$ cat config.mk
export PLATFORM = sky130hd
export DESIGN_NAME = exe_alu_stage
export DESIGN_NICKNAME = d
export VERILOG_FILES = /design/src/rtl/exe_pkg.sv /design/src/rtl/exe_alu.sv /design/src/rtl/exe_alu_stage.sv
export SDC_FILE = /design/constraint.sdc
export NUM_CORES = 1
export LEC_CHECK = 0
export ABC_AREA = 1
export CORE_ASPECT_RATIO = 1.5
export CORE_MARGIN = 2
export CORE_UTILIZATION = 30
export CTS_BUF_LIST = sky130_fd_sc_hd__clkbuf_4
export CTS_CLUSTER_DIAMETER = 120
export DETAILED_ROUTE_END_ITERATION = 8
export MAX_ROUTING_LAYER = met4
export PLACE_DENSITY = 0.64
export SLEW_MARGIN = 20
export SYNTH_ARGS = -nofsm -noshare
export SYNTH_HDL_FRONTEND = slang
export SYNTH_SLANG_ARGS = --single-unit
$ cat constraint.sdc
create_clock -name clk -period 3.2 [get_ports clk]
set_clock_uncertainty 0.05 [all_clocks]
set_input_delay 0.64 -clock clk [delete_from_list [all_inputs] [get_ports clk]]
set_output_delay 0.64 -clock clk [all_outputs]
set_load 0.01 [all_outputs]
$ cat src/rtl/exe_pkg.sv
// Shared definitions for the execute stage: ALU command codes, NZCV bit indices and flag masks.
// EXE_CARRY_OPS_EN (optional) enables the carry-in forms ADC/SBC; see exe_alu.sv.
package exe_pkg;

    localparam logic [3:0] EXE_MOV = 4'b0001;
    localparam logic [3:0] EXE_MVN = 4'b1001;
    localparam logic [3:0] EXE_ADD = 4'b0010;
    localparam logic [3:0] EXE_ADC = 4'b0011;
    localparam logic [3:0] EXE_SUB = 4'b0100;
    localparam logic [3:0] EXE_SBC = 4'b0101;
    localparam logic [3:0] EXE_AND = 4'b0110;
    localparam logic [3:0] EXE_ORR = 4'b0111;
    localparam logic [3:0] EXE_EOR = 4'b1000;

    localparam int FLAG_N = 3;
    localparam int FLAG_Z = 2;
    localparam int FLAG_C = 1;
    localparam int FLAG_V = 0;

    localparam logic [3:0] MASK_ALL = 4'b1111;
    localparam logic [3:0] MASK_NZ  = 4'b1100;

    typedef enum logic [1:0] {
        ALU_LOGIC = 2'd0,
        ALU_ADD   = 2'd1,
        ALU_SUB   = 2'd2
    } alu_op_e;

endpackage

$ cat src/rtl/exe_alu.sv
// Combinational ALU: result, candidate NZCV flags and the mask of flags the command may update.
// Macro EXE_CARRY_OPS_EN: when defined ADC/SBC use c_in; otherwise they decode as ADD/SUB.
module exe_alu
    import exe_pkg::*;
#(
    parameter int WIDTH = 32
) (
    input  logic [WIDTH-1:0] val1,
    input  logic [WIDTH-1:0] val2,
    input  logic [3:0]       cmd,
    input  logic             c_in,
    output logic [WIDTH-1:0] result,
    output logic [3:0]       nzcv_next,
    output logic [3:0]       nzcv_mask
);

    alu_op_e          op;
    logic             carry_in;
    logic [WIDTH-1:0] operand_b;
    logic [WIDTH:0]   sum;

`ifndef EXE_CARRY_OPS_EN
    logic unused_c_in;
    assign unused_c_in = c_in;
`endif

    always_comb begin
        op       = ALU_LOGIC;
        carry_in = 1'b0;
        result   = '0;
        case (cmd)
            EXE_MOV: result = val2;
            EXE_MVN: result = ~val2;
            EXE_AND: result = val1 & val2;
            EXE_ORR: result = val1 | val2;
            EXE_EOR: result = val1 ^ val2;
            EXE_ADD: op = ALU_ADD;
            EXE_SUB: begin
                op       = ALU_SUB;
                carry_in = 1'b1;
            end
`ifdef EXE_CARRY_OPS_EN
            EXE_ADC: begin
                op       = ALU_ADD;
                carry_in = c_in;
            end
            // a - b - !C is a + ~b + C
            EXE_SBC: begin
                op       = ALU_SUB;
                carry_in = c_in;
            end
`else
            EXE_ADC: op = ALU_ADD;
            EXE_SBC: begin
                op       = ALU_SUB;
                carry_in = 1'b1;
            end
`endif
            default: result = '0;
        endcase

        operand_b = (op == ALU_SUB) ? ~val2 : val2;
        sum       = {1'b0, val1} + {1'b0, operand_b} + {{WIDTH{1'b0}}, carry_in};

        nzcv_mask = MASK_NZ;
        if (op != ALU_LOGIC) begin
            result    = sum[WIDTH-1:0];
            nzcv_mask = MASK_ALL;
        end

        // With b inverted for subtraction, carry-out is the inverted borrow and one overflow rule covers both
        nzcv_next         = '0;
        nzcv_next[FLAG_N] = result[WIDTH-1];
        nzcv_next[FLAG_Z] = (result == '0);
        nzcv_next[FLAG_C] = sum[WIDTH];
        nzcv_next[FLAG_V] = (val1[WIDTH-1] == operand_b[WIDTH-1]) &&
                            (result[WIDTH-1] != val1[WIDTH-1]);
    end

endmodule

$ cat src/rtl/exe_alu_stage.sv
// Execute stage: ALU, NZCV status register, EX/MEM pipeline register and branch-target adder.
// Macro EXE_CARRY_OPS_EN selects carry-in ADC/SBC inside exe_alu.
module exe_alu_stage
    import exe_pkg::*;
#(
    parameter int WIDTH = 32
) (
    input  logic             clk,
    input  logic             rst,
    input  logic             freeze,
    input  logic             flush,
    input  logic [3:0]       exe_cmd,
    input  logic             s_bit,
    input  logic             wb_en_in,
    input  logic             mem_r_en_in,
    input  logic             mem_w_en_in,
    input  logic             b_in,
    input  logic [3:0]       dest_in,
    input  logic [WIDTH-1:0] pc_in,
    input  logic [23:0]      signed_imm_24,
    input  logic [WIDTH-1:0] val1,
    input  logic [WIDTH-1:0] val2,
    input  logic [WIDTH-1:0] val_rm_in,
    output logic [WIDTH-1:0] alu_res,
    output logic [WIDTH-1:0] val_rm,
    output logic [3:0]       dest,
    output logic             wb_en,
    output logic             mem_r_en,
    output logic             mem_w_en,
    output logic [3:0]       status,
    output logic             branch_taken,
    output logic [WIDTH-1:0] branch_addr
);

    logic [WIDTH-1:0] alu_result;
    logic [3:0]       nzcv_next;
    logic [3:0]       nzcv_mask;

    logic [WIDTH-1:0] alu_res_q, alu_res_d;
    logic [WIDTH-1:0] val_rm_q, val_rm_d;
    logic [3:0]       dest_q, dest_d;
    logic             wb_en_q, wb_en_d;
    logic             mem_r_en_q, mem_r_en_d;
    logic             mem_w_en_q, mem_w_en_d;
    logic [3:0]       status_q, status_d;

    exe_alu #(.WIDTH(WIDTH)) u_alu (
        .val1      (val1),
        .val2      (val2),
        .cmd       (exe_cmd),
        .c_in      (status_q[FLAG_C]),
        .result    (alu_result),
        .nzcv_next (nzcv_next),
        .nzcv_mask (nzcv_mask)
    );

    // Freeze outranks flush; a flushed slot never touches the flags
    always_comb begin
        alu_res_d  = alu_res_q;
        val_rm_d   = val_rm_q;
        dest_d     = dest_q;
        wb_en_d    = wb_en_q;
        mem_r_en_d = mem_r_en_q;
        mem_w_en_d = mem_w_en_q;
        status_d   = status_q;
        if (!freeze) begin
            if (flush) begin
                alu_res_d  = '0;
                val_rm_d   = '0;
                dest_d     = '0;
                wb_en_d    = 1'b0;
                mem_r_en_d = 1'b0;
                mem_w_en_d = 1'b0;
            end else begin
                alu_res_d  = alu_result;
                val_rm_d   = val_rm_in;
                dest_d     = dest_in;
                wb_en_d    = wb_en_in;
                mem_r_en_d = mem_r_en_in;
                mem_w_en_d = mem_w_en_in;
                if (s_bit) begin
                    status_d = (nzcv_next & nzcv_mask) | (status_q & ~nzcv_mask);
                end
            end
        end
    end

    always_ff @(posedge clk or posedge rst) begin
        if (rst) begin
            alu_res_q  <= '0;
            val_rm_q   <= '0;
            dest_q     <= '0;
            wb_en_q    <= 1'b0;
            mem_r_en_q <= 1'b0;
            mem_w_en_q <= 1'b0;
            status_q   <= '0;
        end else begin
            alu_res_q  <= alu_res_d;
            val_rm_q   <= val_rm_d;
            dest_q     <= dest_d;
            wb_en_q    <= wb_en_d;
            mem_r_en_q <= mem_r_en_d;
            mem_w_en_q <= mem_w_en_d;
            status_q   <= status_d;
        end
    end

    assign alu_res  = alu_res_q;
    assign val_rm   = val_rm_q;
    assign dest     = dest_q;
    assign wb_en    = wb_en_q;
    assign mem_r_en = mem_r_en_q;
    assign mem_w_en = mem_w_en_q;
    assign status   = status_q;

    // Word offset to byte offset, sign-extended so fetch can redirect this cycle
    assign branch_taken = b_in;
    assign branch_addr  = pc_in + {{(WIDTH-26){signed_imm_24[23]}}, signed_imm_24, 2'b00};

endmodule

# Yosys cells after proc, flatten, opt, wreduce, memory -nomap -nowiden
# Cells that the tools add are included.
# Widths: inputs -> output; s select.
# word_totals
register_bits	75
output_inout_bits	108
in_bits	169
elab_cells	50
# classes
n_bitwise	10
n_eq_ne	12
add_sub_neg	3
n_reduce_logical	6
muxes	12
# op_table
cell	count
$pmux 32 s5	1
$mux 32	4
$add 32x32->33	1
$add 33x1->33	1
$add 32x32->32	1
$and 32x32->32	1
$logic_not 32->1	1
$not 32->32	1
$or 32x32->32	1
$xor 32x32->32	1
$eq 4x3->1 const B	4
$and 4x4->4	2
$eq 4x2->1 const B	2
$eq 4x4->1 const B	2
$eq 4x1->1 const B	1
$mux 1	4
$mux 4	1
$not 4->4	1
$or 4x4->4	1
$pmux 2 s2	1
$reduce_or 2->1	2
$reduce_and 3->1	1
$eq 2x2->1 const B	1
$mux 2	1
other kinds (5)	6

# Longest topological paths before layout
# logic_depth
depth_word	12
depth_mapped	24
ltp_nobuf	23

# By module
# A second synthesis with hierarchy kept.
# hier_totals
cells_unflattened	1750
hier_area_um2	10390.0
# by_module_without_submodules
mod	n_inst	area_each_um2	cells_per_inst	seq_area_each_um2
exe_alu	1	5298.8	987	0.0
exe_alu_stage	1	5091.1	763	1876.8

# Least setup slack after synthesis
# No wires, ideal clock.
# synth_timing
path_kind	input to register
startpoint	input port exe_cmd[2]
endpoint	register status_q[2] (netlist: status[2])
required_time_ns	3.085
setup_time_ns	0.065
n_path_buf	1
path_stages	24
arrival_time_ns	3.014
slack_ns	0.071
path_cell_list	inv_2 > nor2_4 > nand2_4 > buf_2 > xor2_1 > fa_1 > inv_1 > fa_1 > nand3_1 > nand3_1 > nand2_1 > nand2_1 > nand2_1 > nand2_1 > nand2_1 > nand2_1 > nand2_1 > nand3_1 > nand2_1 > nor2_1 > nand2_1 > nor2_1 > nand3_1 > nand2_1
# synth_via
elab_chain_cells	11
word_cells_on_any_way	23
cone_classes	2 x add/sub; 10 x eq/ne; 5 x mux; 2 x bitwise; 4 x reduce/logical
# synth_lines
element	line_no	rtl
start, declared	exe_alu_stage.sv:12	input logic [3:0] exe_cmd,
$eq 4x3->1 or $eq 4x2->1 (tied branches)	exe_alu.sv:31	case (cmd)
$reduce_or 2->1 (no line)	-	
$pmux 2 s2	exe_alu.sv:31	
$eq 2x2->1	exe_alu.sv:62	operand_b = (op == ALU_SUB) ? ~val2 : val2;
$mux 32	exe_alu.sv:62	
$add 32x32->33	exe_alu.sv:63	sum = {1'b0, val1} + {1'b0, operand_b} + {{WIDTH{1'b0}}, carry_in};
$add 33x1->33	exe_alu.sv:63	
$mux 32 *	exe_alu.sv:66	if (op != ALU_LOGIC) begin
$logic_not 32->1 *	exe_alu.sv:74	nzcv_next[FLAG_Z] = (result == '0);
$and 4x4->4 *	exe_alu_stage.sv:82	status_d = (nzcv_next & nzcv_mask) | (status_q & ~nzcv_mask);
$or 4x4->4 *	exe_alu_stage.sv:82	
end signal, assigned	exe_alu_stage.sv:104	status_q <= status_d;
end, declared	exe_alu_stage.sv:45	logic [3:0] status_q, status_d;
# Mark *: on every way between the ends. The rest lies on a longest branch, timed or not.
# A chain may end at the register's enable or synchronous reset.

# Worst setup path in the final report
# layout_timing
startpoint	input port signed_imm_24[0]
endpoint	output port branch_addr[18]
# layout_via
elab_chain_cells	1
# layout_lines
element	line_no	rtl
start, declared	exe_alu_stage.sv:20	input logic [23:0] signed_imm_24,
$add 32x32->32	exe_alu_stage.sv:118	assign branch_addr = pc_in + {{(WIDTH-26){signed_imm_24[23]}}, signed_imm_24, 2'b00};
end, declared	exe_alu_stage.sv:32	output logic [WIDTH-1:0] branch_addr
# Every way passes these cells.

==> impl_metrics.csv <==
group,metric,value,unit
status,outcome,"finished, violations left",
status,violations,"negative setup slack",
power,leakagePower,8.15,nW
worst_setup_path,r2r_slack,2380,ps
drt,wl_met1,13900,um
hold_path,hp-class,"flip-flop to flip-flop",
clock_network,clk_pin_slew,110,ps
timing,holdWs,440,ps
worst_setup_path,worstSetupStartpoint,"signed_imm_24[0]",
clock_network,cts_sinks,75,
placed_design,io_buffers,270,
synth,synth-seq-cells,75,
drt,drc,0,
finish,final_cells,2381,
power,total_power,4.51,mW
clock_network,clockRootBuffer,"clkbuf_4",
worst_setup_path,required,2510,ps
hold_path,hp-start,"alu_res[13]",
global_routing,antenna_found_initial,1,
worst_setup_path,criticalPathCategory,"primary input to output port",
global_routing,grt_pass1_vias,11903,
worst_setup_path,reg2regPathDepth,1,
drt,wl_met2,20400,um
die,io_pins,277,
timing,tightest_slew,737,ps
drt,routed.top_layer,"met4",
die,initial_utilization,30.6,%
global_routing,grt_first_pass_wirelength,58500,um
synth,ys_seq_area_share,20.2,%
timing,rsz0062_at_grt,"true",
drt,wirelength,37900,um
worst_setup_path,crit_path_max_incr_delay,370,ps
worst_setup_path,critical_path.max_fanout,3,
placed_design,dp_slack,-1060,ps
timing,fin_crit,3220,ps
timing,slew_violations,0,
synth,synth.top_cell.area_share,20.2,%
clock_network,h-tree-depth,3,
global_routing,overflow,0,
drt,ant_nets,0,
drt,vias_per_cell,4.86,
placed_design,gp_congestion,0.956,
die,die_w,148,um
synth,synth_area_leaders,"dfrtp_1, ha_1, nand2_1",
job,maxCapViolCount,0,
timing,relSlewSlack,50.8,%
worst_setup_path,cp_slowest_cell,"fa_2",
synth,synthCells,1393,
power,cellPowerDensity,281,nW/um2
worst_setup_path,cp_common_cell,"buf_6",
clock_network,postCtsHoldBufs,0,
drt,firstDrtPassIters,5,
timing,fin_crit_sh,101,%
hold_path,holdPathStages,2,
clock_network,cts_tree,"yes",
finish,utilization,53.0,%
timing,setup_viol,3,
timing,timing.fmax,0.311,GHz
synth,syn-cell-area,9280,um2
worst_setup_path,critPathLaunchType,"primary input",
global_routing,grt_max_degree,72,
power,ir_drop,0.000148,V
timing,hold_viol_final,0,
die,core_area,30400,um2
finish,area_delta_synth_final,73.3,%
clock_network,clk_latency,430,ps
worst_setup_path,cp_cell_sequence,"buf_6 > ha_4 > inv_4 > fa_2 > inv_2 > nand3_2 > nand2_2 > buf_6 > a21oi_4 > o21ai_4 > buf_4 > buf_6 > nand2_1 > nand2_2 > xor2_2 > buf_2",
placed_design,place.detailed.hpwl,29700,um
clock_network,cts_inserted_buffers,9,
die,die_height,219,um
synth,syn_avg_cell_area,6.66,um2
drt,routed-wl-met3,1700,um
global_routing,grt_usage,23.2,%
synth,synth_nets,1689,
worst_setup_path,r2r-start,"val_rm[3]",
drt,wl_per_cell,15.9,um
synth,synth_warnings,0,
worst_setup_path,crit_arrival,2530,ps
finish,fin_nets,2271,
die,dieArea,32400,um2
worst_setup_path,critPathCaptureType,"output port",
timing,worst_slack,-17.3,ps
finish,final_layout_size_suffix_gt1_share,34.0,%
clock_network,clockBufferDepth,2,
synth,ys_types,44,
die,rows,78,
worst_setup_path,r2r-end,"val_rm[3]",
drt,num_vias,11562,
drt,drt_iter0_drc,497,
placed_design,placed_cells,2304,
hold_path,holdPathEnd,"alu_res[13]",
finish,final.fill_count,2877,
synth,yosysTopAreaCell,"dfrtp_1",
-- worst max-delay path by stage --
stage | slack [ps] | endpoint
2_1_floorplan | 70 | status[2]
3_3_place_gp | -1010 | branch_addr[28]
3_5_place_dp | -1060 | branch_addr[24]
4_1_cts | -40 | branch_addr[28]
5_1_grt | -120 | branch_addr[28]
6_report | -20 | branch_addr[18]
-- Yosys cell counts, drive strengths merged --
master,instances
ha,124
nor2,119
nor3,10
a21oi,71
a31oi,5
xnor2,11
a211oi,9
nand4,11
o2111ai,9
nand3b,7
a22o,58
buf,25
fa,3
inv,214
xor2,52
a21o,3
nor4,1
clkbuf,15
o21bai,6
o21a,2
nand2,364
or2,1
a221oi,1
o31ai,1
a21boi,2
dfrtp,75
o211ai,2
and2,3
nand3,102
o21ai,87
-- routing by layer --
metal / global-route usage (%) / up-vias
met4: 11.5 / 0
met2: 45.3 / 392
met3: 2.14 / 99
li1: - / 5714
met5: - / -
met1: 22.6 / 5357
-- flip-flops by register name, summed over array words and instances, names as in the netlist, named ones only --
name / flops
wb_en: 1
status: 2
mem_w_en: 1
mem_r_en: 1
dest: 4
alu_res: 32
val_rm: 32
-- report_power, final --
| group | internal, mW | switching (mW) |
|---|---|---|
| clock | 0.154 | 0.326 |
| sequential | 1.03 | 0.0470 |
| combinational | 1.49 | 1.46 |
-- area by class of cell --
class / instances / area [um2] / share of cell area [%]
inverters: 214 / 806 / 5.01
repair buffers: 611 / 5180 / 32.2
well taps: 400 / 500 / 3.11
clock buffers: 9 / 67.6 / 0.420
diodes: 1 / 2.50 / 0.0156
multi-input cells: 1064 / 7600 / 47.3
flip-flops and latches: 75 / 1880 / 11.7
clock inverters: 7 / 45.0 / 0.280
-- worst max-delay path: cells and delay by family --
kind / cells / cell delay (ps)
xor+xnor: 1 / 170
simple gates: 4 / 280
fa+ha+maj: 2 / 510
buf+inv: 7 / 720
compound gates: 2 / 230
-- placed cells by master, fill, tap and decap left out, drive strengths merged, types with 2 or more instances in the layout --
cell type,netlist,layout
buf,25,371
nand2,364,364
inv,214,214
clkdlybuf4s50,0,193
ha,124,124
nor2,119,119
nand3,102,102
o21ai,87,87
dfrtp,75,75
a21oi,71,71
a22o,58,58
xor2,52,52
clkbuf,15,46
nand4,11,11
xnor2,11,11
nor3,10,10
a211oi,9,9
o2111ai,9,9
nand3b,7,7
o21bai,6,6
dlygate4sd2,0,5
a31oi,5,5
clkinv,0,4
a21o,3,3
fa,3,3
clkinvlp,0,3
dlymetal6s2s,0,3
and2,3,3
o211ai,2,2
o21a,2,2
a21boi,2,2
clkdlybuf4s15,0,2
-- per-stage QoR --
step                setup TNS [ps]  cell area (um2)
global placement            -32560            14400
detailed placement          -34600            14400
global route                  -744            16100
floorplan                        0             9280
CTS                           -111            15600
finish                       -45.7            16100
-- cells by family after synthesis --
kind of cell	synth area share [%]
flip-flops	20.2
AND/OR/NAND/NOR	27.9
AO/OA/AOI/OAI	17.5
XOR/XNOR	5.95
buffers and inverters	11.0
adder cells (fa/ha/maj)	17.4
-- timing repair --
item | 4_1_cts | 5_1_grt
endpoints found under the setup margin | 47 | 41
pin swaps | 87 | 100
endpoints found under the hold margin | 0 | 0
buffers inserted | 39 | 24
cloned | 1 | 0
resized for setup | 318 | 238
No activity file was read; power rests on OpenSTA's default activity.
